[src/rtl/sata_pkg.sv]
// sata_pkg: FIS type codes, command classes, sequencer states and opcode decode
package sata_pkg;
  localparam logic [7:0] FIS_H2D = 8'h27;
  localparam logic [7:0] FIS_D2H = 8'h34;
  localparam logic [7:0] FIS_DMA_ACT = 8'h39;
  localparam logic [7:0] FIS_DATA = 8'h46;
  localparam logic [7:0] FIS_PIO = 8'h5F;
  typedef enum logic [2:0] {
    CLS_NODATA,
    CLS_PIO_IN,
    CLS_PIO_OUT,
    CLS_DMA_IN,
    CLS_DMA_OUT
  } cmd_class_t;
  typedef enum logic [2:0] {
    ST_IDLE,
    ST_SEND_CMD,
    ST_WAIT_FIS,
    ST_SEND_DATA,
    ST_RECV_DATA,
    ST_DONE
  } state_t;
  function automatic cmd_class_t cmd_class(input logic [7:0] op);
    case (op)
      8'h20, 8'h24, 8'h29, 8'hC4, 8'hEC: return CLS_PIO_IN;
      8'h30, 8'h34, 8'h39, 8'hC5: return CLS_PIO_OUT;
      8'h25, 8'hC8: return CLS_DMA_IN;
      8'h35, 8'hCA: return CLS_DMA_OUT;
      default: return CLS_NODATA;
    endcase
  endfunction
endpackage

[src/rtl/sata_fis_txmux.sv]
// sata_fis_txmux: picks the TX word (H2D register word, Data FIS header or write payload) and its last flag
module sata_fis_txmux
  import sata_pkg::*;
(
  input  logic        data_phase,
  input  logic [15:0] idx,
  input  logic [15:0] n,
  input  logic [7:0]  cmd,
  input  logic [47:0] lba,
  input  logic [15:0] count,
  input  logic [31:0] wr_data,
  output logic [31:0] m_data,
  output logic        m_last
);
  logic [31:0] h2d;
  always_comb begin
    h2d = idx == 16'd0 ? {FIS_H2D, 8'h80, cmd, 8'h00} :
          idx == 16'd1 ? {lba[7:0], lba[15:8], lba[23:16], 8'h40} :
          idx == 16'd2 ? {lba[31:24], lba[39:32], lba[47:40], 8'h00} :
          idx == 16'd3 ? {count[7:0], count[15:8], 16'h0000} : 32'h0;
    m_data = data_phase ? (idx == 16'd0 ? {FIS_DATA, 24'h0} : wr_data) : h2d;
    m_last = data_phase ? idx == n : idx == 16'd4;
  end
endmodule

[src/rtl/sata_cmd_seq.sv]
// sata_cmd_seq: host ATA command sequencer (H2D FIS out, device FIS handling).
// Define SATA_SEQ_TIMEOUT_EN to add a watchdog that ends a stalled command with status FF.
module sata_cmd_seq
  import sata_pkg::*;
#(
  parameter int MAX_FIS_WORDS = 2048,
  parameter int WORDS_PER_SECTOR = 128,
  parameter int TIMEOUT_CYCLES = 2**20
) (
  input  logic        i_clk,
  input  logic        i_reset,
  input  logic        i_cmd_valid,
  output logic        o_cmd_ready,
  input  logic [7:0]  i_cmd,
  input  logic [47:0] i_lba,
  input  logic [15:0] i_count,
  output logic        o_done,
  output logic [7:0]  o_status,
  output logic [7:0]  o_error,
  output logic        o_err,
  output logic        m_valid,
  input  logic        m_ready,
  output logic [31:0] m_data,
  output logic        m_last,
  input  logic        s_valid,
  input  logic [31:0] s_data,
  input  logic        s_last,
  input  logic        s_abort,
  input  logic        i_wr_valid,
  output logic        o_wr_ready,
  input  logic [31:0] i_wr_data,
  output logic        o_rd_valid,
  output logic [31:0] o_rd_data,
  output logic        o_rd_last
);
  state_t state;
  cmd_class_t cls;
  logic [7:0] cmd, ftype, status, error, e_status, typ;
  logic [47:0] lba;
  logic [15:0] count, idx, n, dma_n;
  logic [31:0] remain, remain_start, mux_data;
  logic [2:0] pos, cur;
  logic in_frame, err, tx_hs, payload, mux_last;
  assign o_cmd_ready = !i_reset && state == ST_IDLE;
  assign payload = state == ST_SEND_DATA && idx != 16'd0;
  assign m_valid = !i_reset && (state == ST_SEND_CMD || (state == ST_SEND_DATA && (idx == 16'd0 || i_wr_valid)));
  assign o_wr_ready = !i_reset && payload && m_ready;
  assign tx_hs = m_valid && m_ready;
  assign m_data = m_valid ? mux_data : 32'h0;
  assign m_last = m_valid && mux_last;
  assign o_done = state == ST_DONE;
  assign o_err = o_done && (err || status[0]);
  assign o_status = status;
  assign o_error = error;
  assign cur = in_frame ? pos : 3'd0;
  assign typ = in_frame ? ftype : s_data[31:24];
  assign dma_n = remain > 32'(MAX_FIS_WORDS) ? 16'(MAX_FIS_WORDS) : remain[15:0];
  sata_fis_txmux u_txmux (
    .data_phase(state == ST_SEND_DATA),
    .idx(idx),
    .n(n),
    .cmd(cmd),
    .lba(lba),
    .count(count),
    .wr_data(i_wr_data),
    .m_data(mux_data),
    .m_last(mux_last)
  );
`ifdef SATA_SEQ_TIMEOUT_EN
  logic [31:0] wd;
`else
  logic unused_timeout;
  assign unused_timeout = |TIMEOUT_CYCLES;
`endif
  always_ff @(posedge i_clk) begin
    if (i_reset) begin
      state <= ST_IDLE;
      cls <= CLS_NODATA;
      {cmd, lba, count, ftype, status, error, e_status} <= '0;
      {remain, remain_start, idx, n, pos, in_frame, err} <= '0;
      {o_rd_valid, o_rd_data, o_rd_last} <= '0;
`ifdef SATA_SEQ_TIMEOUT_EN
      wd <= '0;
`endif
    end else begin
      o_rd_valid <= 1'b0;
      o_rd_last <= 1'b0;
      case (state)
        ST_IDLE: if (i_cmd_valid) begin
          cmd <= i_cmd;
          lba <= i_lba;
          count <= i_count;
          cls <= cmd_class(i_cmd);
          remain <= 32'({i_count == 16'd0, i_count}) * 32'(WORDS_PER_SECTOR);
          {idx, err, status, error, e_status} <= '0;
          state <= ST_SEND_CMD;
        end
        ST_SEND_CMD: begin
          if (s_valid) err <= 1'b1;
          if (tx_hs) idx <= idx == 16'd4 ? 16'd0 : idx + 16'd1;
          if (tx_hs && idx == 16'd4) state <= ST_WAIT_FIS;
        end
        ST_SEND_DATA: begin
          if (s_valid) err <= 1'b1;
          if (tx_hs) begin
            idx <= idx == n ? 16'd0 : idx + 16'd1;
            if (payload && remain == 32'd0) err <= 1'b1;
            else if (payload) remain <= remain - 32'd1;
            if (idx == n) state <= ST_WAIT_FIS;
          end
        end
        ST_WAIT_FIS: begin
          if (s_abort) begin
            in_frame <= 1'b0;
            remain <= remain_start;
          end else if (s_valid) begin
            in_frame <= !s_last;
            pos <= cur == 3'd7 ? cur : cur + 3'd1;
            if (!in_frame) begin
              ftype <= s_data[31:24];
              remain_start <= remain;
            end
            if (typ == FIS_D2H && cur == 3'd0) {status, error} <= s_data[15:0];
            if (typ == FIS_PIO && cur == 3'd3) e_status <= s_data[31:24];
            if (typ == FIS_PIO && cur == 3'd4) n <= {s_data[23:16], s_data[31:24]} >> 2;
            if (typ == FIS_DATA && (cls == CLS_PIO_OUT || cls == CLS_DMA_OUT)) err <= 1'b1;
            if (typ == FIS_DATA && !s_last) state <= ST_RECV_DATA;
            if (s_last && typ == FIS_D2H) state <= ST_DONE;
            // A DMA Activate for a command with no outgoing data is flagged but not acted on
            if (s_last && typ == FIS_DMA_ACT && cls != CLS_DMA_OUT) err <= 1'b1;
            if (s_last && typ == FIS_DMA_ACT && cls == CLS_DMA_OUT) begin
              n <= dma_n;
              state <= ST_SEND_DATA;
            end
            if (s_last && typ == FIS_PIO && cls == CLS_PIO_OUT) state <= ST_SEND_DATA;
          end
        end
        ST_RECV_DATA: begin
          if (s_abort) begin
            in_frame <= 1'b0;
            remain <= remain_start;
            state <= ST_WAIT_FIS;
          end else if (s_valid) begin
            o_rd_valid <= 1'b1;
            o_rd_data <= s_data;
            o_rd_last <= s_last;
            if (remain == 32'd0) err <= 1'b1;
            else remain <= remain - 32'd1;
            if (s_last) begin
              in_frame <= 1'b0;
              state <= cls == CLS_PIO_IN && remain == 32'd1 ? ST_DONE : ST_WAIT_FIS;
              if (cls == CLS_PIO_IN && remain == 32'd1) status <= e_status;
            end
          end
        end
        ST_DONE: state <= ST_IDLE;
        default: state <= ST_IDLE;
      endcase
`ifdef SATA_SEQ_TIMEOUT_EN
      // Entering WAIT_FIS always coincides with a handshake or abort, so those clears cover it
      wd <= state == ST_IDLE || tx_hs || s_valid || s_abort ? 32'd0 : wd + 32'd1;
      if (state != ST_IDLE && state != ST_DONE && wd >= 32'(TIMEOUT_CYCLES - 1)) begin
        state <= ST_DONE;
        status <= 8'hFF;
        err <= 1'b1;
        in_frame <= 1'b0;
      end
`endif
    end
  end
endmodule

[config.mk]
export PLATFORM = sky130hd
export DESIGN_NAME = sata_cmd_seq
export DESIGN_NICKNAME = d
export VERILOG_FILES = /design/src/rtl/sata_pkg.sv /design/src/rtl/sata_fis_txmux.sv /design/src/rtl/sata_cmd_seq.sv
export SDC_FILE = /design/constraint.sdc
export NUM_CORES = 1
export LEC_CHECK = 0
export BUFFER_PORTS_ARGS = -buffer_cell sky130_fd_sc_hd__buf_4
export CORE_MARGIN = 4
export CORE_UTILIZATION = 40
export DETAILED_ROUTE_END_ITERATION = 12
export SYNTH_ARGS = -nofsm -noshare
export SYNTH_HDL_FRONTEND = slang
export SYNTH_SLANG_ARGS = --single-unit
[constraint.sdc]
create_clock -name i_clk -period 3.4 [get_ports i_clk]
set_clock_uncertainty 0.1 [all_clocks]
set_input_delay 0.17 -clock i_clk [delete_from_list [all_inputs] [get_ports i_clk]]
set_output_delay 0.17 -clock i_clk [all_outputs]
set_load 0.1 [all_outputs]
==> report_table.html <==
<table>
<tr><th>Metric</th><th>Value</th></tr>
<tr><th colspan="2">GRT</th></tr>
<tr><td>First-pass GRT wire length</td><td>66,200 um</td></tr>
<tr><td>Met2 layer usage reported by global route</td><td>0.393</td></tr>
<tr><td>Via count of the first global-routing pass</td><td>between 10,000 and 15,000</td></tr>
<tr><td>Maximum number of pins on one net before global-route repair</td><td>between 150 and 200</td></tr>
<tr><td>GR met1 Demand/Resource</td><td>0.330</td></tr>
<tr><td>Total track usage</td><td>0.239</td></tr>
<tr><td>Most heavily used metal layer in global routing</td><td>met2</td></tr>
<tr><td>Number of antenna violations at the first check in global routing</td><td>0</td></tr>
<tr><td>Overflow after GRT</td><td>0</td></tr>
<tr><td>Met3 global-route usage</td><td>0.0294</td></tr>
<tr><th colspan="2">Drt</th></tr>
<tr><td>First-iteration detailed-routing DRC count</td><td>about 920</td></tr>
<tr><td>ANT nets after route</td><td>0</td></tr>
<tr><td>Vias post-DR</td><td>12,700</td></tr>
<tr><td>Drt via density</td><td>roughly 5.5</td></tr>
<tr><td>Routed wire length per instance</td><td>18.0 um</td></tr>
<tr><td>Number of DRC violations after detailed routing</td><td>0</td></tr>
<tr><td>Count of TritonRoute iterations in the first routing pass</td><td>5</td></tr>
<tr><td>Total Routed Length</td><td>between 40,000 and 50,000 um</td></tr>
<tr><th colspan="2">Setup path</th></tr>
<tr><td>Kind of critical path</td><td>reg2out</td></tr>
<tr><td>Data required time of the critical path</td><td>between 3 and 4 ns</td></tr>
<tr><td>Largest fanout on the critical path</td><td>7</td></tr>
<tr><td>Critical Path AT</td><td>about 3 ns</td></tr>
<tr><td>Launching instance or port of the critical path</td><td>idx[8]</td></tr>
<tr><td>CP endpoint kind</td><td>output pin</td></tr>
<tr><td>Kind of launch point of the worst setup path</td><td>flop</td></tr>
<tr><td>Reg-to-reg startpoint</td><td>remain[5]</td></tr>
<tr><th colspan="2">Logic synthesis</th></tr>
<tr><td>Yosys reg bits</td><td>roughly 250</td></tr>
<tr><td>Netlist Area Pre-Place</td><td>roughly 0.012 mm2</td></tr>
<tr><td>Count of flip-flops with a built-in enable after synthesis</td><td>0</td></tr>
<tr><td>Number of warnings reported in the yosys synthesis log</td><td>0</td></tr>
<tr><td>Gate Count Post-Synth</td><td>between 1,500 and 2,000</td></tr>
<tr><td>Total nets after synthesis</td><td>approximately 1,800</td></tr>
<tr><td>Post-synth top flop</td><td>sky130_fd_sc_hd__dfxtp_1</td></tr>
<tr><td>Count of cell types in the netlist</td><td>80</td></tr>
<tr><td>Proportion of synthesized flip-flops having asynchronous set or reset</td><td>0</td></tr>
<tr><td>Share of the yosys chip area belonging to registers</td><td>0.407</td></tr>
<tr><td>Syn Area/Cell</td><td>approximately 7.4 um2</td></tr>
<tr><th colspan="2">Placement</th></tr>
<tr><td>IO buf count</td><td>about 230</td></tr>
<tr><td>Number of cells after detailed placement</td><td>2,158</td></tr>
<tr><td>Place WS</td><td>about 0.38 ns</td></tr>
<tr><td>DP HPWL</td><td>approximately 28,000 um</td></tr>
<tr><td>Placer congestion estimate</td><td>between 0.8 and 0.9</td></tr>
<tr><th colspan="2">Cells and area</th></tr>
<tr><td>Final non-filler cell total</td><td>roughly 2,300</td></tr>
<tr><td>Diodes inserted</td><td>0</td></tr>
<tr><td># nets final</td><td>just over 2,000</td></tr>
<tr><td>Proportion of layout cells with a drive suffix above 1</td><td>0.203</td></tr>
<tr><td>Area growth from synthesis to layout</td><td>37.9%</td></tr>
<tr><th colspan="2">STA</th></tr>
<tr><td>Max Clock Freq</td><td>304 MHz</td></tr>
<tr><td>Worst hold slack</td><td>between 0.05 and 0.06 ns</td></tr>
<tr><td>Time the final worst path needs with I/O delays and setup</td><td>between 3 and 4 ns</td></tr>
<tr><td>Post-route setup TNS</td><td>0 ns</td></tr>
<tr><td>Smallest setup slack after layout</td><td>0.109 ns</td></tr>
<tr><td>Final Setup Violations</td><td>0</td></tr>
<tr><td>Worst rel slew slack</td><td>0.375</td></tr>
<tr><td>Max-slew violation total from the final report</td><td>0</td></tr>
<tr><td>Part of the cycle the worst path needs</td><td>0.968</td></tr>
<tr><td>Worst-margin pin slew</td><td>between 0.9 and 1 ns</td></tr>
<tr><td>Count of final hold-check violations</td><td>0</td></tr>
<tr><th colspan="2">Run</th></tr>
<tr><td>Max-cap violations</td><td>0</td></tr>
<tr><th colspan="2">Status</th></tr>
<tr><td>Result of the run</td><td>completed</td></tr>
<tr><th colspan="2">Floorplanning</th></tr>
<tr><td>Die Outline Area</td><td>~0.033 mm2</td></tr>
<tr><td>Number of I/O pins</td><td>between 200 and 250</td></tr>
<tr><td>Initial core utilization</td><td>0.406</td></tr>
<tr><td>Vert. Die Dim</td><td>182 um</td></tr>
<tr><td>Die boundary width</td><td>between 150 and 200 um</td></tr>
<tr><td>Number of placement rows</td><td>between 60 and 70</td></tr>
<tr><td>Core area</td><td>0.0297 mm2</td></tr>
<tr><th colspan="2">Power and ir drop</th></tr>
<tr><td>Power density over the cells</td><td>around 680 mW/mm2</td></tr>
<tr><td>IR drop worst, VDD</td><td>roughly 400 uV</td></tr>
<tr><td>Leakage power figure</td><td>approximately 6.4 nW</td></tr>
<tr><td>Total power</td><td>between 0.01 and 0.015 W</td></tr>
<tr><th colspan="2">Clocking</th></tr>
<tr><td>Clock buffers created by TritonCTS</td><td>27</td></tr>
<tr><td>H-tree levels</td><td>1</td></tr>
<tr><td>Clk root buf</td><td>sky130_fd_sc_hd__clkbuf_16</td></tr>
<tr><td>Buffers from clock root to sink, at most</td><td>3</td></tr>
<tr><td>Clock network latency to the later pin of the worst-skew pair</td><td>around 0.53 ns</td></tr>
<tr><td>Clock tree from TritonCTS</td><td>yes</td></tr>
<tr><td>TritonCTS sink count</td><td>245</td></tr>
<tr><td>Post-CTS clock slew at the launch and capture registers of the worst setup and hold paths</td><td>about 0.060 ns</td></tr>
<tr><th colspan="2">Hold path</th></tr>
<tr><td>Hold path startpoint</td><td>i_cmd_valid</td></tr>
<tr><td>Class of the tightest hold or removal check</td><td>in2reg</td></tr>
</table>
final timing paths:
kind / endpoint / slack [ns] / cells after the start
max reg2reg: remain[29] / 0.54 / 7
min reg2reg: o_error[6] / 0.35 / 2
max: m_data[30] / 0.11 / 10
min: cmd[3] / 0.06 / 4
cell usage after synthesis (13+ instances only):
master | number | area (um2)
sky130_fd_sc_hd__a211oi_1 | 19 | 143
sky130_fd_sc_hd__a21oi_1 | 249 | 1250
sky130_fd_sc_hd__a221oi_1 | 19 | 166
sky130_fd_sc_hd__a22oi_1 | 44 | 330
sky130_fd_sc_hd__and2_1 | 18 | 113
sky130_fd_sc_hd__clkbuf_1 | 101 | 379
sky130_fd_sc_hd__dfxtp_1 | 245 | 4900
sky130_fd_sc_hd__inv_1 | 18 | 67.6
sky130_fd_sc_hd__nand2_1 | 406 | 1520
sky130_fd_sc_hd__nand2b_1 | 18 | 113
sky130_fd_sc_hd__nand3_1 | 24 | 120
sky130_fd_sc_hd__nand4_1 | 20 | 125
sky130_fd_sc_hd__nor2_1 | 90 | 338
sky130_fd_sc_hd__nor2b_1 | 23 | 144
sky130_fd_sc_hd__nor3_1 | 44 | 220
sky130_fd_sc_hd__o21ai_0 | 70 | 350
sky130_fd_sc_hd__or3_1 | 13 | 81.3
sky130_fd_sc_hd__xnor2_1 | 21 | 184
state kept, by name, indices dropped and copies added, names as in the netlist, 3 cells and up:
| name | cells |
|---|---|
| o_error | 8 |
| n | 16 |
| o_status | 8 |
| ftype | 8 |
| remain_start | 32 |
| o_rd_data | 32 |
| e_status | 8 |
| count | 16 |
| state | 3 |
| cmd | 8 |
| lba | 48 |
| idx | 16 |
| pos | 3 |
| cls | 3 |
| remain | 32 |
worst max-delay path, cell delays in order (launching register included):
cell and delay, ns:
sky130_fd_sc_hd__dfxtp_4 0.36, sky130_fd_sc_hd__or4_4 0.59, sky130_fd_sc_hd__nor4b_4 0.33, sky130_fd_sc_hd__buf_4 0.18, sky130_fd_sc_hd__and2_4 0.15, sky130_fd_sc_hd__buf_6 0.13
sky130_fd_sc_hd__a22oi_2 0.06, sky130_fd_sc_hd__nand2_2 0.09, sky130_fd_sc_hd__o2111ai_4 0.15, sky130_fd_sc_hd__a21oi_2 0.24, sky130_fd_sc_hd__buf_12 0.20
cell usage in the layout (no fill, tap or decap), types with 6 or more instances in the layout:
master,n
sky130_fd_sc_hd__ha_1,7
sky130_fd_sc_hd__or3_1,12
sky130_fd_sc_hd__nand3_1,24
sky130_fd_sc_hd__nor2_1,88
sky130_fd_sc_hd__nor4_1,11
sky130_fd_sc_hd__clkinv_2,6
sky130_fd_sc_hd__a21oi_1,244
sky130_fd_sc_hd__a21oi_2,6
sky130_fd_sc_hd__o31ai_1,6
sky130_fd_sc_hd__inv_1,15
sky130_fd_sc_hd__o21ai_0,59
sky130_fd_sc_hd__dlygate4sd3_1,116
sky130_fd_sc_hd__nand4b_1,6
sky130_fd_sc_hd__clkbuf_8,6
sky130_fd_sc_hd__dfxtp_1,238
sky130_fd_sc_hd__and2_1,16
sky130_fd_sc_hd__and3_1,11
sky130_fd_sc_hd__a221oi_1,19
sky130_fd_sc_hd__o21ai_4,10
sky130_fd_sc_hd__o21ai_1,8
sky130_fd_sc_hd__buf_6,9
sky130_fd_sc_hd__a22oi_1,43
sky130_fd_sc_hd__xor2_1,6
sky130_fd_sc_hd__a211oi_1,19
sky130_fd_sc_hd__nor2b_1,23
sky130_fd_sc_hd__nand4_1,20
sky130_fd_sc_hd__nand2_1,403
sky130_fd_sc_hd__nor3_1,43
sky130_fd_sc_hd__buf_12,9
sky130_fd_sc_hd__xnor2_1,21
sky130_fd_sc_hd__clkbuf_16,27
sky130_fd_sc_hd__nand2b_1,18
sky130_fd_sc_hd__buf_4,253
power by group:
part	switching (W)	leakage, nW	internal [W]	total (W)
Combinational	0.00299	3.91	0.00150	0.00449
Sequential	0.000446	1.99	0.00327	0.00371
Clock	0.00117	0.464	0.00188	0.00305
stage by stage:
| stage | cell area, um2 | util |
|---|---|---|
| 6_report | 16600 | 0.560 |
| 4_1_cts | 16500 | 0.555 |
| 2_1_floorplan | 12200 | - |
| 3_3_place_gp | 14300 | 0.481 |
| 3_5_place_dp | 14300 | 0.481 |
| 5_1_grt | 16600 | 0.560 |
metal layers:
metal,up-vias,share of wire
met1,6003,0.45
met3,72,0.053
li1,6249,-
met2,383,0.47
met4,0,0.027
met5,-,0
kinds of logic after synthesis:
group | Yosys count | share of synthesized area
compound gates | 464 | 0.231
xor+xnor | 27 | 0.0196
fa+ha+maj | 8 | 0.00830
buf+inv | 143 | 0.0482
flops | 245 | 0.407
mux | 3 | 0.00249
simple gates | 731 | 0.284
what timing repair did:
| action | in CTS | in global routing |
|---|---|---|
| buffers inserted | 3 | 1 |
| resized for setup | 16 | 37 |
| pin swaps | 1 | 7 |
| setup endpoints to repair | 13 | 33 |
| endpoints found under the hold margin | 175 | 0 |
| cloned | 0 | 1 |
| hold buffers | 116 | 0 |
layout make-up:
class	count	area, um2
clock buffers	36	769
clock inverters	11	159
fillers	2784	13100
inverters	18	76.3
multi-input cells	1233	6800
flip-flops and latches	245	4920
well taps	390	488
repair buffers	393	3420
Note: power is estimated with default switching activity, not from simulation.
